==> src/rtl/symbol_tally.sv <==
// Scorekeeper: tallies target symbols in the game period and judges the player's count after the answer period.
// Every output is a flop; judgement is registered one edge after postPeriodB. There is no backpressure and every input is sampled each cycle.
module symbol_tally #(
   parameter int CW        = 7,
   parameter int LW        = 5,
   parameter int MAX_LEVEL = 16,
   parameter int TOLERANCE = 0
) (
   input  logic          Clk100M,
   input  logic          reset,
   input  logic          symStrobe,
   input  logic          specialCount,
   input  logic          prelimPeriodB,
   input  logic          gamePeriodB,
   input  logic          answerPeriodB,
   input  logic          postPeriodB,
   input  logic [CW-1:0] userCount,
   output logic [CW-1:0] gameCount,
   output logic [CW-1:0] countDifference,
   output logic          loss,
   output logic          levelUp,
   output logic [LW-1:0] level,
   output logic          judged
);

   typedef enum logic [2:0] {
      IDLE   = 3'd0,
      PRELIM = 3'd1,
      GAME   = 3'd2,
      ANSWER = 3'd3,
      JUDGE  = 3'd4,
      POST   = 3'd5,
      LOST   = 3'd6
   } state_t;

   localparam logic [CW-1:0] countMax  = {CW{1'b1}};
   localparam logic [LW-1:0] levelMax  = LW'(MAX_LEVEL);
   localparam logic [CW-1:0] tolerance = CW'(TOLERANCE);

   state_t        state;
   state_t        nextState;
   logic [CW-1:0] absDiff;
   logic          judgePass;

   logic [CW-1:0] gameCountNext;
   logic [CW-1:0] countDifferenceNext;
   logic          lossNext;
   logic          levelUpNext;
   logic [LW-1:0] levelNext;
   logic          judgedNext;

   // Subtract the smaller from the larger so the magnitude never wraps.
   always_comb begin
      if (userCount >= gameCount) begin
         absDiff = userCount - gameCount;
      end else begin
         absDiff = gameCount - userCount;
      end
      judgePass = (absDiff <= tolerance);
   end

   always_ff @(posedge Clk100M or posedge reset) begin
      if (reset) begin
         state <= IDLE;
      end else begin
         state <= nextState;
      end
   end

   always_comb begin
      nextState = state;
      case (state)
         IDLE, POST: if (prelimPeriodB) nextState = PRELIM;
         PRELIM:     if (gamePeriodB)   nextState = GAME;
         GAME:       if (answerPeriodB) nextState = ANSWER;
         ANSWER:     if (postPeriodB)   nextState = JUDGE;
         JUDGE:      nextState = judgePass ? POST : LOST;
         LOST:       nextState = LOST;
         default:    nextState = IDLE;
      endcase
   end

   always_comb begin
      gameCountNext       = gameCount;
      countDifferenceNext = countDifference;
      lossNext            = loss;
      levelUpNext         = 1'b0;
      levelNext           = level;
      judgedNext          = judged;
      case (state)
         IDLE, POST: begin
            if (prelimPeriodB) begin
               gameCountNext       = '0;
               countDifferenceNext = '0;
               judgedNext          = 1'b0;
            end
         end
         GAME: begin
            if (symStrobe && specialCount && (gameCount != countMax)) begin
               gameCountNext = gameCount + CW'(1);
            end
         end
         JUDGE: begin
            countDifferenceNext = absDiff;
            judgedNext          = 1'b1;
            if (!judgePass) begin
               lossNext = 1'b1;
            end else if (level < levelMax) begin
               levelNext   = level + LW'(1);
               levelUpNext = 1'b1;
            end
         end
         default: begin
         end
      endcase
   end

   always_ff @(posedge Clk100M or posedge reset) begin
      if (reset) begin
         gameCount       <= '0;
         countDifference <= '0;
         loss            <= 1'b0;
         levelUp         <= 1'b0;
         level           <= LW'(1);
         judged          <= 1'b0;
      end else begin
         gameCount       <= gameCountNext;
         countDifference <= countDifferenceNext;
         loss            <= lossNext;
         levelUp         <= levelUpNext;
         level           <= levelNext;
         judged          <= judgedNext;
      end
   end

endmodule

==> config.mk <==
export PLATFORM = sky130hd
export DESIGN_NAME = symbol_tally
export DESIGN_NICKNAME = d
export VERILOG_FILES = /design/src/rtl/symbol_tally.sv
export SDC_FILE = /design/constraint.sdc
export NUM_CORES = 1
export LEC_CHECK = 0
export CAP_MARGIN = 20
export CORE_ASPECT_RATIO = 2
export CORE_MARGIN = 1
export CORE_UTILIZATION = 50
export DETAILED_ROUTE_END_ITERATION = 8
export DONT_BUFFER_PORTS = 1
export PLACE_DENSITY = 0.74
export REMOVE_ABC_BUFFERS = 1
export SLEW_MARGIN = 20
export SYNTH_ARGS = -nofsm -noshare
export SYNTH_HDL_FRONTEND = slang
export SYNTH_SLANG_ARGS = --single-unit
==> constraint.sdc <==
create_clock -name Clk100M -period 6.35 [get_ports Clk100M]
set_input_delay 1.5875 -clock Clk100M [delete_from_list [all_inputs] [get_ports Clk100M]]
set_output_delay 1.5875 -clock Clk100M [all_outputs]
set_load 0.05 [all_outputs]
==> metrics.txt, run 1 <==
outcome=completed; buffers from clock root to sink, at most=2; TritonCTS clock tree=done; final weighted congestion of routability-driven global placement=1.02; Slew Viols, Final=0; quantity of hold-fixing buffers added after cts=0; Fillers=320; final setup vio count=0; share of the synthesized area in the top cell type=0.333; required time reported for the critical path endpoint=between 6000 and 7000 ps; classification of the worst-slack hold path=register to register; number of failing hold endpoints at the final stage=0; via count of the first global-routing pass=1,471; multiplexer fraction of the synthesized cell area=0.0458; maximum number of pins on one net before global-route repair=26; Total Wirelength=3.86 mm; Area contributors post-synth=dfrtp_1 33%, ha_1 10%, xor2_1 4.4%; cells resized by post-CTS repair=0; cell count after placement=240; type of destination of the critical path=register; most common cell in the synthesized netlist=dfrtp_1; Die W=44.5 um; estimated wirelength of the detail-placed design=3.14 mm; period utilization=0.604; cell taking the most area after synthesis=dfrtp_1; Adder-Cell Fraction of Synth Area=0.126; CP Class=input port to register; power after layout=772 uW; first-pass GRT wire length=approximately 6.4 mm; arrival time at the worst endpoint=3990 ps; share of async-settable or async-resettable flops after synthesis=1.00; Initial Util=0.528; share of synthesized cell area in and, or, nand and nor gates=0.175; Cells after Synth=199; main combinational cell family by area after synthesis=simple AND/OR/NAND/NOR gates; leading cell types by count after synthesis=24 x dfrtp_1, 18 x inv_1, 18 x nand2_1; Port Buffer Count=0; power density over the cells=just over 400 mW/mm^2; root buffer selected by CTS=clkbuf_8; source-to-sink clock delay at the later pin of the worst-skew pair=270 ps; Critical Path, Cell by Cell=inv_1 -> ha_1 -> fa_1 -> or2b_1 -> a21oi_1 -> xor2_1 -> mux2i_1 -> o2111ai_1 -> nor4b_4 -> mux2_1; vias per inst=5.73; synth warn=0; sequential-to-total area share from yosys stat=0.347; Final Hold Slack=between 600 and 700 ps; xor-xnor portion of the synthesized cell area=0.0825; First-pass DRT Iterations=4; type of element launching the critical path=input port; post-route clock skew=between 2 and 2.5 ps; via count=1,397; number of buffers inserted during clock tree synthesis=3; total congestion overflow after global routing=0; largest incremental delay on the critical path=430 ps; post-layout minimum cycle time=3840 ps; post-CTS setup buffer count=0; leakage dissipation=0.870 nW; kind of cell adding the most delay to the critical path=adder cells; DRC violations left=0; average wire length per cell after detail routing=15.8 um; critical path buffer and inverter count=1; remaining number of nets flagged by the antenna check after routing=0; standard-cell row count=30; total die area=0.00387 mm^2; Core Area=0.00342 mm^2; final standard cell count with taps included and fillers excluded=244; IO Count=37; number of violations reported at the end of detailed-routing iteration 0=25; Sum Neg Setup Slack=0 ps; height of the die=87.0 um; count of flip-flops with a built-in enable after synthesis=0; initial antenna violation count=0; count of inserted antenna diode cells=0; cell with the largest stage delay on the worst path=fa_1; max-cap violations=0; compound-cell area share of the yosys netlist=0.162; area added between synthesis and finish=3.54%; Least-Margin Pin Slew=950 ps; clock-pin slew reported for the worst setup and hold paths after clock tree synthesis=80 ps; Crit Path Max Fanout=5; normalized max-slew margin=0.366; post-synthesis cell type count=39; Max Clk Rate=261 MHz; proportion of layout cells with a drive suffix above 1=0.0867; Post-synth top flop=dfrtp_1; Synth Area per Inst=9.07 um^2; global router's overall resource usage=0.224; clock sink count=25; setup repair after global routing missed its margin=no; number of H-tree levels=1; number of synthesized register bits=25; Final #Nets=229; VDD IR-drop max=277 uV; netlist area before placement=0.00180 mm^2
==> kinds of logic (layout without fill, tap and decap cells) <==
| kind of cell | after synthesis | after routing |
|---|---|---|
| DFF | 25 | 25 |
| xor gates and xnor gates | 17 | 17 |
| muxes | 8 | 8 |
| adders and majority gates | 17 | 17 |
| and+or+nand+nor | 62 | 62 |
| buffers and inverters | 25 | 22 |
| AOI/OAI and AO/OA | 45 | 45 |
==> flip-flops by register name, summed over array words and instances, names as in the netlist <==
| name | count |
|---|---|
| state | 3 |
| levelUp | 1 |
| gameCount | 7 |
| judged | 1 |
| level | 5 |
| loss | 1 |
| countDifference | 7 |
==> routing by layer <==
| layer | vias to the layer above | global-route usage | share of wire |
|---|---|---|---|
| met1 | 677 | 0.231 | 0.37 |
| met5 | - | 0 | 0 |
| met3 | 12 | 0.0228 | 0.029 |
| li1 | 675 | - | - |
| met4 | 0 | 0.105 | 0.026 |
| met2 | 33 | 0.422 | 0.57 |
==> final cells by class <==
class / instances / area, um^2 / share of cell area
multi-input cells: 149 / 1070 / 0.571
flip-flops and latches: 25 / 627 / 0.336
inverters: 18 / 67.6 / 0.0362
well taps: 48 / 60.1 / 0.0322
clock buffers: 3 / 41.3 / 0.0221
clock inverters: 1 / 5.00 / 0.00268
==> worst paths after layout <==
path / slack, ps / start / cells after the start / end
min in group asynchronous: 1420 / reset / 1 / judged
setup / recovery: 2510 / userCount[0] / 10 / level[1]
hold / removal: 660 / state[2] / 1 / state[2]
setup reg to reg: 2920 / gameCount[0] / 10 / level[1]
hold reg to reg: 660 / state[2] / 1 / state[2]
max in group asynchronous: 4360 / reset / 1 / gameCount[3]
==> through the flow <==
step,setup slack [ps],instance area [um^2],utilization
2_1_floorplan,2500,1760,-
3_3_place_gp,2290,1820,0.533
3_5_place_dp,2260,1820,0.533
4_1_cts,2550,1870,0.547
5_1_grt,2410,1870,0.547
6_report,2510,1870,0.547
==> where the power goes <==
| part | leakage, nW | internal, mW | total (mW) | switching [mW] |
|---|---|---|---|---|
| combinational | 0.518 | 0.131 | 0.320 | 0.188 |
| clock | 0.0255 | 0.0439 | 0.0931 | 0.0492 |
| sequential | 0.327 | 0.199 | 0.359 | 0.160 |
==> placed cells by master (no fill, tap or decap), types with 2 or more instances in the layout <==
| cell type | count |
|---|---|
| a21oi_1 | 12 |
| o21ai_0 | 10 |
| nor2_1 | 17 |
| nand3_1 | 4 |
| nand4_1 | 3 |
| o22ai_1 | 11 |
| dfrtp_1 | 24 |
| a21oi_4 | 2 |
| clkbuf_8 | 3 |
| nand2b_1 | 4 |
| o21bai_1 | 2 |
| and3_1 | 2 |
| inv_1 | 18 |
| nand2_1 | 18 |
| nor3_1 | 3 |
| or2_2 | 4 |
| mux2i_1 | 6 |
| ha_1 | 15 |
| a31o_2 | 2 |
| xor2_1 | 9 |
| fa_1 | 2 |
| or2b_1 | 2 |
| xnor2_1 | 8 |
Power figures use the tool's default switching activity.
==> run 2, diff against run 1 <==
==> constraint.sdc (replaced) <==
create_clock -name Clk100M -period 3.75 [get_ports Clk100M]
set_input_delay 0.9375 -clock Clk100M [delete_from_list [all_inputs] [get_ports Clk100M]]
set_output_delay 0.9375 -clock Clk100M [all_outputs]
set_load 0.05 [all_outputs]
==> metrics.txt, run 2 (synthesis gave the netlist of run 1 again) <==
DR WL met3=120 um; required time reported for the critical path endpoint=3880 ps; Die W=44.5 um; commonest cells after routing, fill and taps aside=24 x dfrtp_1, 18 x inv_1, 18 x nand2_1; Critical Path, Cell by Cell=ha_1 -> fa_1 -> or2b_1 -> a21oi_1 -> xor2_1 -> mux2i_1 -> o2111ai_1 -> nor4b_4 -> nand4_1 -> xnor2_1; Least-Margin Pin Slew=around 900 ps; vias per inst=5.67; Fillers=316; largest incremental delay on the critical path=between 400 and 500 ps; R2R Path End=level[3]; top routing layer in use=met4; power density over the cells=700 mW/mm^2; leakage dissipation=0.904 nW; total die area=0.00387 mm^2; height of the die=87.0 um; post-route clock skew=6.06 ps; setup slack of the worst register-to-register path=580 ps; Final #Nets=236; cell with the largest stage delay on the worst path=fa_1; Total Wirelength=around 4.1 mm; standard-cell row count=30; final setup vio count=0; capture point of the critical path=level[3]; VDD IR-drop max=380 uV; arrival time at the worst endpoint=3400 ps; clock sink count=25; number of failing hold endpoints at the final stage=0; number of buffers inserted during clock tree synthesis=3; post-route met1 wirelength=around 1.3 mm; cells resized by post-CTS repair=0; via count=1,424; area added between synthesis and finish=6.38%; initial antenna violation count=0; source-to-sink clock delay at the later pin of the worst-skew pair=270 ps; type of element launching the critical path=input port; Max Clk Rate=306 MHz; via count of the first global-routing pass=1,382; period utilization=0.871; TritonCTS clock tree=done; Sum Neg Setup Slack=0 ps; normalized max-slew margin=0.384; post-layout minimum cycle time=3270 ps; Slew Viols, Final=0; Port Buffer Count=0; post-CTS setup buffer count=0; final weighted congestion of routability-driven global placement=1.08; DRC violations left=0; total placed instance area=roughly 0.0019 mm^2; R2R cell count=11; met2 wire len=2.46 mm; final core area utilization=0.562; CP Class=input port to register; remaining number of nets flagged by the antenna check after routing=0; average wire length per cell after detail routing=16.2 um; FF-to-FF Start=gameCount[0]; quantity of hold-fixing buffers added after cts=0; estimated wirelength of the detail-placed design=3.35 mm; count of inserted antenna diode cells=0; Initial Util=0.528; buffers from clock root to sink, at most=2; number of violations reported at the end of detailed-routing iteration 0=25; most frequent standard cell in the layout excluding fill and tap cells=dfrtp_1; Worst setup startpoint=userCount[0]; root buffer selected by CTS=clkbuf_8; maximum number of pins on one net before global-route repair=26; total congestion overflow after global routing=0; proportion of layout cells with a drive suffix above 1=0.113; Core Area=around 0.0034 mm^2; Regs by FF count=countDifference: 7 flops, gameCount: 7 flops, level: 5 flops; global router's overall resource usage=0.231; number of H-tree levels=1; outcome=completed; post-route standard cell area excluding fillers=roughly 0.0019 mm^2; classification of the worst-slack hold path=register to register; setup repair after global routing missed its margin=no; max-cap violations=0; type of destination of the critical path=register; first-pass GRT wire length=6.53 mm; IO Count=37; clock-pin slew reported for the worst setup and hold paths after clock tree synthesis=80 ps; Crit Path Max Fanout=5; First-pass DRT Iterations=4
run 2: changes by cell type in the layout (fill, tap and decap cells not counted):
cell / previous run / this run
buf_4: 0 / 7
clkbuf_1: 0 / 1
clkinv_2: 1 / 0
run 2: worst min-delay path by stage:
| stage | startpoint | end | depth (start not counted) |
|---|---|---|---|
| 2_1_floorplan | state[2] | state[2] | 1 |
| 3_3_place_gp | state[2] | state[2] | 1 |
| 3_5_place_dp | state[2] | state[2] | 1 |
| 4_1_cts | state[2] | state[2] | 1 |
| 5_1_grt | state[2] | state[2] | 1 |
| 6_report | state[0] | state[2] | 2 |
run 2: final cells by class:
type	count	area [um^2]	share of cell area
multi-input combinational	149	1070	0.556
sequential	25	627	0.327
inverter	18	67.6	0.0352
tap	48	60.1	0.0313
timing repair buffer	7	52.6	0.0274
clock buffer	4	45.0	0.0235
run 2: critical path: cells and delay by family:
kind | cells | cell delay [ps]
AO/OA/AOI/OAI | 2 | 460
XOR/XNOR | 2 | 290
adder cells (fa/ha/maj) | 2 | 640
multiplexers | 1 | 250
AND/OR/NAND/NOR | 3 | 810
run 2: power by group:
group          internal [mW]  total (mW)  switching [mW]
sequential             0.338       0.543           0.205
combinational          0.249       0.646           0.397
clock                 0.0759       0.155          0.0794
total                  0.663        1.34           0.681
run 2: per-stage QoR:
| step | std cells | power [mW] | hold slack [ps] | setup slack [ps] |
|---|---|---|---|---|
| final | 251 | 1.34 | 660 | 483 |
| after global placement | 247 | 1.19 | 644 | 254 |
| after floorplan | 192 | 1.02 | 589 | 552 |
| after global routing | 251 | 1.44 | 687 | 357 |
| after CTS | 251 | 1.35 | 661 | 469 |
| after detailed placement | 247 | 1.19 | 650 | 203 |
run 2: metal layers:
layer,up-vias,global-route usage
met5,-,0
met3,13,0.0249
li1,689,-
met4,0,0.121
met1,685,0.223
met2,37,0.447
